`config.mk`:
```
export PLATFORM = sky130hd
export DESIGN_NAME = dmi_arbiter
export DESIGN_NICKNAME = d
export VERILOG_FILES = /design/src/rtl/uart_pkg.sv /design/src/rtl/dmi_arbiter.sv
export SDC_FILE = /design/constraint.sdc
export NUM_CORES = 1
export LEC_CHECK = 0
export BUFFER_PORTS_ARGS = -buffer_cell sky130_fd_sc_hd__clkbuf_2
export CAP_MARGIN = 20
export CORE_ASPECT_RATIO = 0.6
export CORE_MARGIN = 5
export CORE_UTILIZATION = 45
export CTS_BUF_LIST = sky130_fd_sc_hd__clkbuf_2 sky130_fd_sc_hd__clkbuf_4 sky130_fd_sc_hd__clkbuf_8
export CTS_CLUSTER_SIZE = 14
export DETAILED_ROUTE_END_ITERATION = 16
export MAX_ROUTING_LAYER = met4
export PLACE_DENSITY_LB_ADDON = 0.05
export SYNTH_ARGS = -nofsm -noshare
export SYNTH_HDL_FRONTEND = slang
export SYNTH_SLANG_ARGS = --single-unit
```
`constraint.sdc`:
```
create_clock -name clk -period 2.6 [get_ports clk]
set_clock_uncertainty 0.05 [all_clocks]
set_input_delay 0.52 -clock clk [delete_from_list [all_inputs] [get_ports clk]]
set_output_delay 0.52 -clock clk [all_outputs]
set_load 0.02 [all_outputs]
```
`src/rtl/uart_pkg.sv`:
```
// Shared DMI widths, error code and arbiter state type for the UART DTM slice.
package uart_pkg;

  localparam int unsigned DMI_REQ_W  = 41;  // {addr[40:34], data[33:2], op[1:0]}
  localparam int unsigned DMI_RESP_W = 34;  // {data[33:2], resp[1:0]}

  // Response code returned to a requester when dm_top never answers.
  localparam logic [1:0] DTM_ERR = 2'b10;

  typedef enum logic [1:0] {
    IDLE  = 2'd0,
    ISSUE = 2'd1,
    WAIT  = 2'd2,
    RESP  = 2'd3
  } dmi_arb_state_e;

endpackage

```
`src/rtl/dmi_arbiter.sv`:
```
// Two-requester DMI arbiter: round-robin grant, one transaction in flight,
// response routed back to the granted requester, error response on timeout.
module dmi_arbiter
  import uart_pkg::*;
#(
  parameter int unsigned TIMEOUT_CYCLES = 1024,
  parameter int unsigned REQ_W          = DMI_REQ_W,
  parameter int unsigned RESP_W         = DMI_RESP_W
) (
  input  logic              clk,
  input  logic              reset_n,
  input  logic [1:0]        req_valid_i,
  output logic [1:0]        req_ready_o,
  input  logic [REQ_W-1:0]  req0_i,
  input  logic [REQ_W-1:0]  req1_i,
  output logic [1:0]        resp_valid_o,
  input  logic [1:0]        resp_ready_i,
  output logic [RESP_W-1:0] resp_o,
  output logic              dmi_req_valid_o,
  input  logic              dmi_req_ready_i,
  output logic [REQ_W-1:0]  dmi_req_o,
  input  logic              dmi_resp_valid_i,
  output logic              dmi_resp_ready_o,
  input  logic [RESP_W-1:0] dmi_resp_i,
  output logic              owner_o,
  output logic              timeout_o
);

  // A zero timeout still needs a legal (unused) one-bit counter.
  localparam int unsigned     CNT_W        = (TIMEOUT_CYCLES == 0) ? 1 : $clog2(TIMEOUT_CYCLES + 1);
  localparam logic [CNT_W-1:0] CNT_LAST    = CNT_W'(TIMEOUT_CYCLES - 1);
  localparam logic [CNT_W-1:0] CNT_MAX     = '1;
  localparam logic [RESP_W-1:0] TIMEOUT_RESP = {{(RESP_W-2){1'b0}}, DTM_ERR};

  // Both valid: the side that did not win last time. Otherwise the valid one.
  function automatic logic rr_select(input logic [1:0] valid, input logic last);
    if (&valid) return ~last;
    return valid[1];
  endfunction

  dmi_arb_state_e    state_q, state_d;
  logic              owner_q, owner_d;
  logic [REQ_W-1:0]  dmi_req_q, dmi_req_d;
  logic [RESP_W-1:0] resp_q, resp_d;
  logic [CNT_W-1:0]  cnt_q, cnt_d;
  logic              timeout_q, timeout_d;
  logic [1:0]        req_ready_c;
  logic              grant;

  // Next-state logic: grant, issue, wait for response or timeout, deliver.
  always_comb begin
    // NOTE: every signal gets a default first, so no path leaves one unassigned and no latch is inferred.
    state_d     = state_q;
    owner_d     = owner_q;
    dmi_req_d   = dmi_req_q;
    resp_d      = resp_q;
    cnt_d       = cnt_q;
    timeout_d   = 1'b0;
    req_ready_c = 2'b00;
    grant       = rr_select(req_valid_i, owner_q);

    case (state_q)
      IDLE: begin
        if (|req_valid_i) begin
          req_ready_c[grant] = 1'b1;
          dmi_req_d          = grant ? req1_i : req0_i;
          owner_d            = grant;
          state_d            = ISSUE;
        end
      end
      ISSUE: begin
        if (dmi_req_ready_i) begin
          cnt_d   = '0;
          state_d = WAIT;
        end
      end
      WAIT: begin
        // A real response beats a timeout that expires in the same cycle.
        if (dmi_resp_valid_i) begin
          resp_d  = dmi_resp_i;
          state_d = RESP;
        end else if ((TIMEOUT_CYCLES != 0) && (cnt_q == CNT_LAST)) begin
          resp_d    = TIMEOUT_RESP;
          timeout_d = 1'b1;
          state_d   = RESP;
        end else if (cnt_q != CNT_MAX) begin
          cnt_d = cnt_q + 1'b1;
        end
      end
      RESP: begin
        if (resp_ready_i[owner_q]) state_d = IDLE;
      end
      default: state_d = IDLE;
    endcase
  end

  // State and datapath registers with synchronous active-low reset.
  always_ff @(posedge clk) begin
    // NOTE: reset is synchronous: it is only seen at a clock edge, exactly like a data input.
    if (!reset_n) begin
      state_q   <= IDLE;
      owner_q   <= 1'b1;
      dmi_req_q <= '0;
      resp_q    <= '0;
      cnt_q     <= '0;
      timeout_q <= 1'b0;
    end else begin
      // NOTE: non-blocking assignments so every flop samples pre-edge values, independent of statement order.
      state_q   <= state_d;
      owner_q   <= owner_d;
      dmi_req_q <= dmi_req_d;
      resp_q    <= resp_d;
      cnt_q     <= cnt_d;
      timeout_q <= timeout_d;
    end
  end

  // Handshake outputs; ready outputs are held low while reset is asserted.
  assign req_ready_o      = reset_n ? req_ready_c : 2'b00;
  assign dmi_resp_ready_o = reset_n && ((state_q == IDLE) || (state_q == WAIT));
  assign dmi_req_valid_o  = (state_q == ISSUE);
  assign resp_valid_o     = (state_q == RESP) ? (owner_q ? 2'b10 : 2'b01) : 2'b00;
  assign dmi_req_o        = dmi_req_q;
  assign resp_o           = resp_q;
  assign owner_o          = owner_q;
  assign timeout_o        = timeout_q;

endmodule

```
### Yosys cells after proc, flatten, opt, wreduce, memory -nomap -nowiden

Index checks and enable logic that the tools add are counted.

| storage, ports and cells | value |
|---|---|
| logic and storage cells | 65 |
| bits of input ports | 124 |
| flip-flop bits (word level) | 90 |

| cells by class | value |
|---|---|
| add/sub/neg operators | 1 |
| multiplexer cells | 27 |
| bitwise gates (word level) | 3 |
| reduce and logical (&&, ||, !) cells | 13 |
| magnitude comparators | 3 |
| equality and inequality tests | 12 |

Operators by type and width:

| operator | count |
|---|---|
| $mux W34 | 2 |
| $mux W11 | 4 |
| $mux W41 | 1 |
| $pmux W11 S2 | 1 |
| $mux W2 | 10 |
| $add A11 B1 Y11 const B | 1 |
| $eq A11 B10 Y1 const B | 1 |
| $ne A11 B11 Y1 const B | 1 |
| $ne A2 B2 Y1 const B | 5 |
| $pmux W2 S4 | 1 |
| $mux W1 | 7 |
| $reduce_and A2 Y1 | 3 |
| $reduce_and A5 Y1 | 1 |
| $eq A2 B2 Y1 const B | 2 |
| $lt A1 B2 Y1 const B | 2 |
| $reduce_and A4 Y1 | 1 |
| $reduce_bool A2 Y1 | 2 |
| $ne A3 B3 Y1 const B | 1 |
| $not A1 Y1 | 3 |
| $reduce_or A3 Y1 | 1 |
| $eq A2 B1 Y1 const B | 1 |
| $logic_and A1 B1 Y1 | 2 |
| $logic_not A2 Y1 | 1 |
| $ne A2 B1 Y1 const B | 1 |
| other kinds (4) | 4 |

### Depth between registers and ports, before layout

Gate-level depths: netlist of the first run.

| logic depth | value |
|---|---|
| word-level depth | 10 |
| depth in mapped cells | 8 |
| mapped depth without buffers | 6 |

### Worst setup path before layout of the first run

Ideal clock, no wire load.

| timing path | value |
|---|---|
| kind | input -> output |
| start point | input reset_n |
| end point | output dmi_resp_ready_o |
| arrival time | 1.544 ns |
| buffers on the path | 3 |
| setup slack | 0.486 ns |
| required time | 2.030 ns |
| cell stages on the path | 5 |
| cells stage by stage | buf_2 > inv_2 > buf_1 > clkbuf_1 > nor2_1 |

| on the way | value |
|---|---|
| cells in the longest elaborated chain, start to end | 1 |

RTL lines:

| element | RTL line | RTL |
|---|---|---|
| start, declared | dmi_arbiter.sv:11 | `input logic reset_n,` |
| $logic_and A1 B1 Y1 | dmi_arbiter.sv:120 | `assign dmi_resp_ready_o = reset_n && ((state_q == IDLE) \|\| (state_q == WAIT));` |
| end, declared | dmi_arbiter.sv:23 | `output logic dmi_resp_ready_o,` |

Every way passes these cells.

### Worst setup path after layout of the first run

| timing path | value |
|---|---|
| start point | register state_q[0] |
| end point | output req_ready_o[0] |

| on the way | value |
|---|---|
| cells in the longest elaborated chain, start to end | 3 |

RTL lines:

| element | RTL line | RTL |
|---|---|---|
| start, declared | dmi_arbiter.sv:41 | `dmi_arb_state_e state_q, state_d;` |
| start signal, assigned | dmi_arbiter.sv:109 | `state_q <= state_d;` |
| $logic_not A2 Y1 | dmi_arbiter.sv:62 | `case (state_q)` |
| $mux W2 | dmi_arbiter.sv:62 |  |
| $mux W2 | dmi_arbiter.sv:119 | `assign req_ready_o = reset_n ? req_ready_c : 2'b00;` |
| end, declared | dmi_arbiter.sv:13 | `output logic [1:0] req_ready_o,` |

Every way passes these cells.

==> results of run 1 <==
-- synth_stat cells, drive strengths merged, types with 2 or more instances --
master / number
dfxtp: 90
nand2: 42
a22o: 33
nor2: 31
buf: 18
mux2i: 18
a211oi: 17
a22oi: 17
a21oi: 13
o31ai: 10
a222oi: 7
inv: 7
o21ai: 7
clkbuf: 6
ha: 6
or4: 6
nand4: 4
or3: 4
and2: 2
and2b: 2
and3: 2
nand2b: 2
nand3: 2
nor3: 2
o21a: 2
or2: 2
or3b: 2
-- metrics by stage --
stage | worst slack [ps] | util [%] | hold slack [ps] | instance area (µm²) | power, W
2_1_floorplan | 486 | - | 370 | 3660 | 0.00287
3_3_place_gp | 545 | 60.1 | 389 | 4740 | 0.00335
6_report | 333 | 63.3 | 290 | 4990 | 0.00452
3_5_place_dp | 402 | 60.1 | 401 | 4740 | 0.00339
5_1_grt | 133 | 63.3 | 282 | 4990 | 0.00479
4_1_cts | 312 | 63.3 | 274 | 4990 | 0.00457
-- flip-flops by register name (all words and copies together) (netlist names) --
signal     count
cnt_q         11
dmi_req_o     41
owner_o        1
resp_o        34
state_q        2
timeout_o      1
-- tightest hold or removal path, stage by stage --
cell,delay [ps]
clkbuf_2,70
nand2_1,40
nand2_1,40
-- routing by layer --
layer  global-route usage [%]  vias to the layer above  part of all wire, %
met5                        -                        -                    0
met4                     7.07                        0                  1.8
met3                     7.42                       19                  8.7
met2                     33.2                      162                   47
met1                     28.1                     1593                   43
li1                         -                     1750                    -
-- layout make-up --
class | count | share of cell area [%]
clock buffers | 11 | 3.04
clock inverters | 4 | 1.98
inverters | 7 | 0.527
repair buffers | 214 | 21.9
multi-input cells | 242 | 33.7
flip-flops and latches | 90 | 36.1
well taps | 108 | 2.71
-- power breakdown --
group | total (W) | internal, W | switching, W
Clock | 0.00117 | 0.000687 | 0.000479
Combinational | 0.00157 | 0.000557 | 0.00102
Sequential | 0.00178 | 0.00163 | 0.000146
-- cell families after synthesis --
logic type      synth area share [%]
compound gates                  24.0
simple gates                    14.9
flops                           49.2
buf+inv                         4.85
mux                             4.92
fa+ha+maj                       2.05
-- final timing paths --
kind              start        endpoint  slack, ps  cells past startpoint
max          state_q[0]  req_ready_o[0]        330                      5
min          req0_i[28]   dmi_req_o[28]        290                      3
max reg2reg  state_q[0]        cnt_q[9]        340                      6
min reg2reg   cnt_q[10]       cnt_q[10]        430                      1
==> out/results.ini, run 1 <==
[setup_path]
worst-setup-path-type=reg2out
crit_arrival_ps=1700
critPathSlowestCell=dfxtp_1
cp_max_fo=9
cp_slowest_stage_delay_ps=350
cp_data_required_time_ps=2030
path_buf_inv=2
end_kind=output pin
cp-start-kind=register
cp_cell_sequence=inv_1 > ha_1 > o21ai_2 > nor3_4 > clkbuf_2
crit_family=flip-flops

[timing]
final_max_slew_viol_count=0
finalHoldViolCount=0
finalSetupViolCount=0
fmax_ghz=0.441
worstMarginPinSlew_ps=733
rsz0062_at_grt=false
finalSetupTns_ps=0
relSlewSlack_pct=51.1
fin_crit_sh_pct=87.2
min_period_ps=2270

[placement]
globalplace.congestion=0.907
dp_cells=661
hpwlAfterDp_um=8550
portBuffers=206

[synth]
synth_top_area_share_pct=49.2
ys_seq_elements=90
synthesis.area_um2=3660
synth-warning-count=0
synthArstFlopShare_pct=0
synth_edf_count=0
syn-num-nets=493
synth.top_cells.by_area=dfxtp_1 (49%), a22o_1 (7.9%), mux2i_1 (4.9%), nand2_1 (4.3%), a211oi_1 (3.5%)
yosysTopAreaCell=dfxtp_1
seq_area_frac_synth_pct=49.2
ys_types=49
synthFlopType=dfxtp_1
postSynthCellCount=363
avgSynthCellArea_um2=10.1

[power_and_ir_drop]
power_density_nw_per_um2=906
p_leak_nw=2.42
ir_drop_mv=0.409

[cts]
worst_skew_pair.late_latency_ps=360
post_cts_buffers=0
cts_root_buf=clkbuf_8
clk_path_buf_depth=2
ctsHoldBuffers=0
cts_tree=yes
htreeDepth=3
cts_resized=0
cts.clk_slew.worst_paths_ps=80
cts_sinks=90
cts_buffers=9

[final_layout]
fillers=673
layout_commonest_cell=clkbuf_2
drive_gt1_share_pct=43.1
syn_to_final_growth_pct=36.3
register_area_um2=1800
final_net_count=694
stdcell_count=676
diodes=0
final_cell_mix=clkbuf_2 (206), dfxtp_1 (90), nand2_1 (42)
multi_input_area_um2=1680

[global_route]
overflow=0
grt_antenna_before_repair=0
grt_max_degree=35
grt.total_usage_pct=22.0
grt_pass1_wl_um=17200
grt_pass1_vias=3458

[die]
core-area_um2=7880
fp.dieH_um=79.9
die-area_um2=10100
io_pins=207
row_count=25
die_x_um=126
start_util_pct=46.4

[drt]
firstDrtPassIters=5
wl_per_cell_um=16.2
viasPerCell=5.21
vias=3524
dr.first_iter.drc_count=270
drtAntennaViolNets=0
route.detailed.drc=0
wl_um=10900

[worst_hold_path]
hp-class=in2reg

[run]
drv_cap=0

[status]
status=finished clean

Note: power is estimated with default switching activity, not from simulation.
==> run 2: changes to the inputs <==
--- a/config.mk
+++ b/config.mk
@@ -13,8 +13,10 @@
 export CTS_BUF_LIST = sky130_fd_sc_hd__clkbuf_2 sky130_fd_sc_hd__clkbuf_4 sky130_fd_sc_hd__clkbuf_8
 export CTS_CLUSTER_SIZE = 14
 export DETAILED_ROUTE_END_ITERATION = 16
+export GPL_TIMING_DRIVEN = 0
 export MAX_ROUTING_LAYER = met4
-export PLACE_DENSITY_LB_ADDON = 0.05
+export PLACE_DENSITY = 0.88
+export SETUP_SLACK_MARGIN = 0.3
 export SYNTH_ARGS = -nofsm -noshare
 export SYNTH_HDL_FRONTEND = slang
 export SYNTH_SLANG_ARGS = --single-unit
==> run 2 against run 1 <==
Non-clock buffer count increased by 17. Setup slack improved by 83 ps. Die area unchanged. Critical path depth increased by 1. Via count increased by 4.0%. Total power decreased by 0.60%.
==> out/results.ini, run 2 (synthesized netlist as in run 1, its figures left out) <==
[global_route]
overflow=0
grt_pass1_wl_um=17500
grt.total_usage_pct=22.0
grt_max_degree=17
grt_pass1_vias=3624
grt_antenna_before_repair=0

[die]
fp.dieH_um=79.9
die_x_um=126
core-area_um2=7880
io_pins=207
row_count=25
die-area_um2=10100
start_util_pct=46.4

[placement]
placed_cell_area_um2=4820
globalplace.congestion=0.904
hpwlAfterDp_um=8890
preCtsSetupSlack_ps=65.4
portBuffers=205

[timing]
relSlewSlack_pct=67.2
finalSetupTns_ps=0
finalHoldViolCount=0
worstMarginPinSlew_ps=488
final_max_slew_viol_count=0
finalSetupViolCount=0
min_period_ps=2180
fin_crit_sh_pct=84.0
timing.final.ws_setup_ps=416
fmax_ghz=0.458
rsz0062_at_grt=false

[setup_path]
cp_max_fo=10
cp_slowest_stage_delay_ps=290
end_kind=output pin
worstReg2RegEnd=resp_o[5]
rrSetupSlack_ps=550
cp-start-kind=primary input
crit_arrival_ps=1610
worst-setup-path-type=in2out
critPathSlowestCell=buf_2
cp_data_required_time_ps=2030
worstReg2RegStart=state_q[0]
cp_cell_sequence=buf_2 > inv_2 > buf_2 > clkbuf_2 > nor2_1 > clkbuf_2
ff2ff_path_depth=7

[run]
drv_cap=0

[cts]
worst_skew_pair.late_latency_ps=350
cts_sinks=90
cts.clk_slew.worst_paths_ps=90
cts_root_buf=clkbuf_8
cts_tree=yes
cts_buffers=9
clk_path_buf_depth=2
htreeDepth=3

[drt]
viasPerCell=5.28
wl_um=11200
firstDrtPassIters=4
vias=3666
wl_per_cell_um=16.1
route.detailed.drc=0
drtAntennaViolNets=0
dr.first_iter.drc_count=168

[final_layout]
final_cell_mix=clkbuf_2 (204), dfxtp_1 (87), nand2_1 (42)
final_net_count=711
syn_to_final_growth_pct=39.1
largest_reg_flops=41
diodes=0
fin_area_um2=5090
drive_gt1_share_pct=44.9
layout_commonest_cell=clkbuf_2

[power_and_ir_drop]
p_seq_share_pct=39.9
ir_drop_mv=0.428
pwr-share-comb_pct=38.1
power_density_nw_per_um2=883
cellInternalPower_w=0.00276
p_switching_w=0.00173
switching_share_pct=38.5
p_leak_nw=2.47
p_clk_share_pct=22.0

[worst_hold_path]
whs_endpoint=dmi_req_o[22]
hp-class=in2reg
worstHoldPathCells=3
min-delay-start=req0_i[22]

[status]
status=finished clean

run 2: cell count changes in the layout (fill, tap and decap cells not counted), moves of 3 or more:
| cell | delta |
|---|---|
| buf_4 | -5 |
| clkbuf_1 | +5 |
| dfxtp_1 | -3 |
| dfxtp_2 | +3 |
| buf_2 | +10 |
| buf_6 | +9 |
run 2: power by group through the flow:
stage,Combinational [W],Clock (W),Sequential (W)
2_1_floorplan,0.000792,0,0.00208
3_3_place_gp,0.00160,0,0.00180
3_5_place_dp,0.00164,0,0.00181
4_1_cts,0.00170,0.00102,0.00179
5_1_grt,0.00185,0.00108,0.00183
6_report,0.00171,0.000988,0.00179
run 2: area by class of cell:
type | instances | area, µm²
buffer | 24 | 173
multi-input combinational | 242 | 1700
sequential | 90 | 1810
clock buffer | 10 | 138
inverter | 7 | 26.3
clock inverter | 6 | 72.6
fill | 647 | 2790
tap | 108 | 135
timing repair buffer | 207 | 1040
run 2: critical path: cells and delay by family:
| family | cells | cell delay, ps |
|---|---|---|
| buf+inv | 5 | 1040 |
| simple gates | 1 | 60 |
run 2: repair_timing:
action,CTS,global route
resized for setup,13,5
hold buffers,0,0
endpoints found under the setup margin,3,2
buffers inserted,1,1
pin swaps,1,2
run 2: stage by stage:
stage                     power [W]  hold slack (ps)  util, %  instances
after floorplan             0.00287              370        -        363
after global placement      0.00339              388     61.2        676
after detailed placement    0.00346              410     61.2        676
after CTS                   0.00451              279     64.4        693
after global routing        0.00476              284     64.6        694
final                       0.00449              305     64.6        694
run 2: layer usage:
| metal | up-vias | share of wire, % | track usage [%] |
|---|---|---|---|
| met5 | - | 0 | - |
| met4 | 0 | 1.8 | 7.07 |
| met3 | 23 | 8.3 | 6.42 |
| met2 | 168 | 47 | 35.5 |
| met1 | 1679 | 42 | 26.8 |
| li1 | 1796 | - | - |
run 2: worst max-delay path by stage:
stage | startpoint | endpoint | slack (ps)
after CTS | state_q[0] | req_ready_o[0] | 310
after global placement | req_valid_i[1] | req_ready_o[0] | 110
final | reset_n | dmi_resp_ready_o | 420
after floorplan | reset_n | dmi_resp_ready_o | 490
after global routing | state_q[1] | req_ready_o[0] | 320
after detailed placement | reset_n | dmi_resp_ready_o | 70
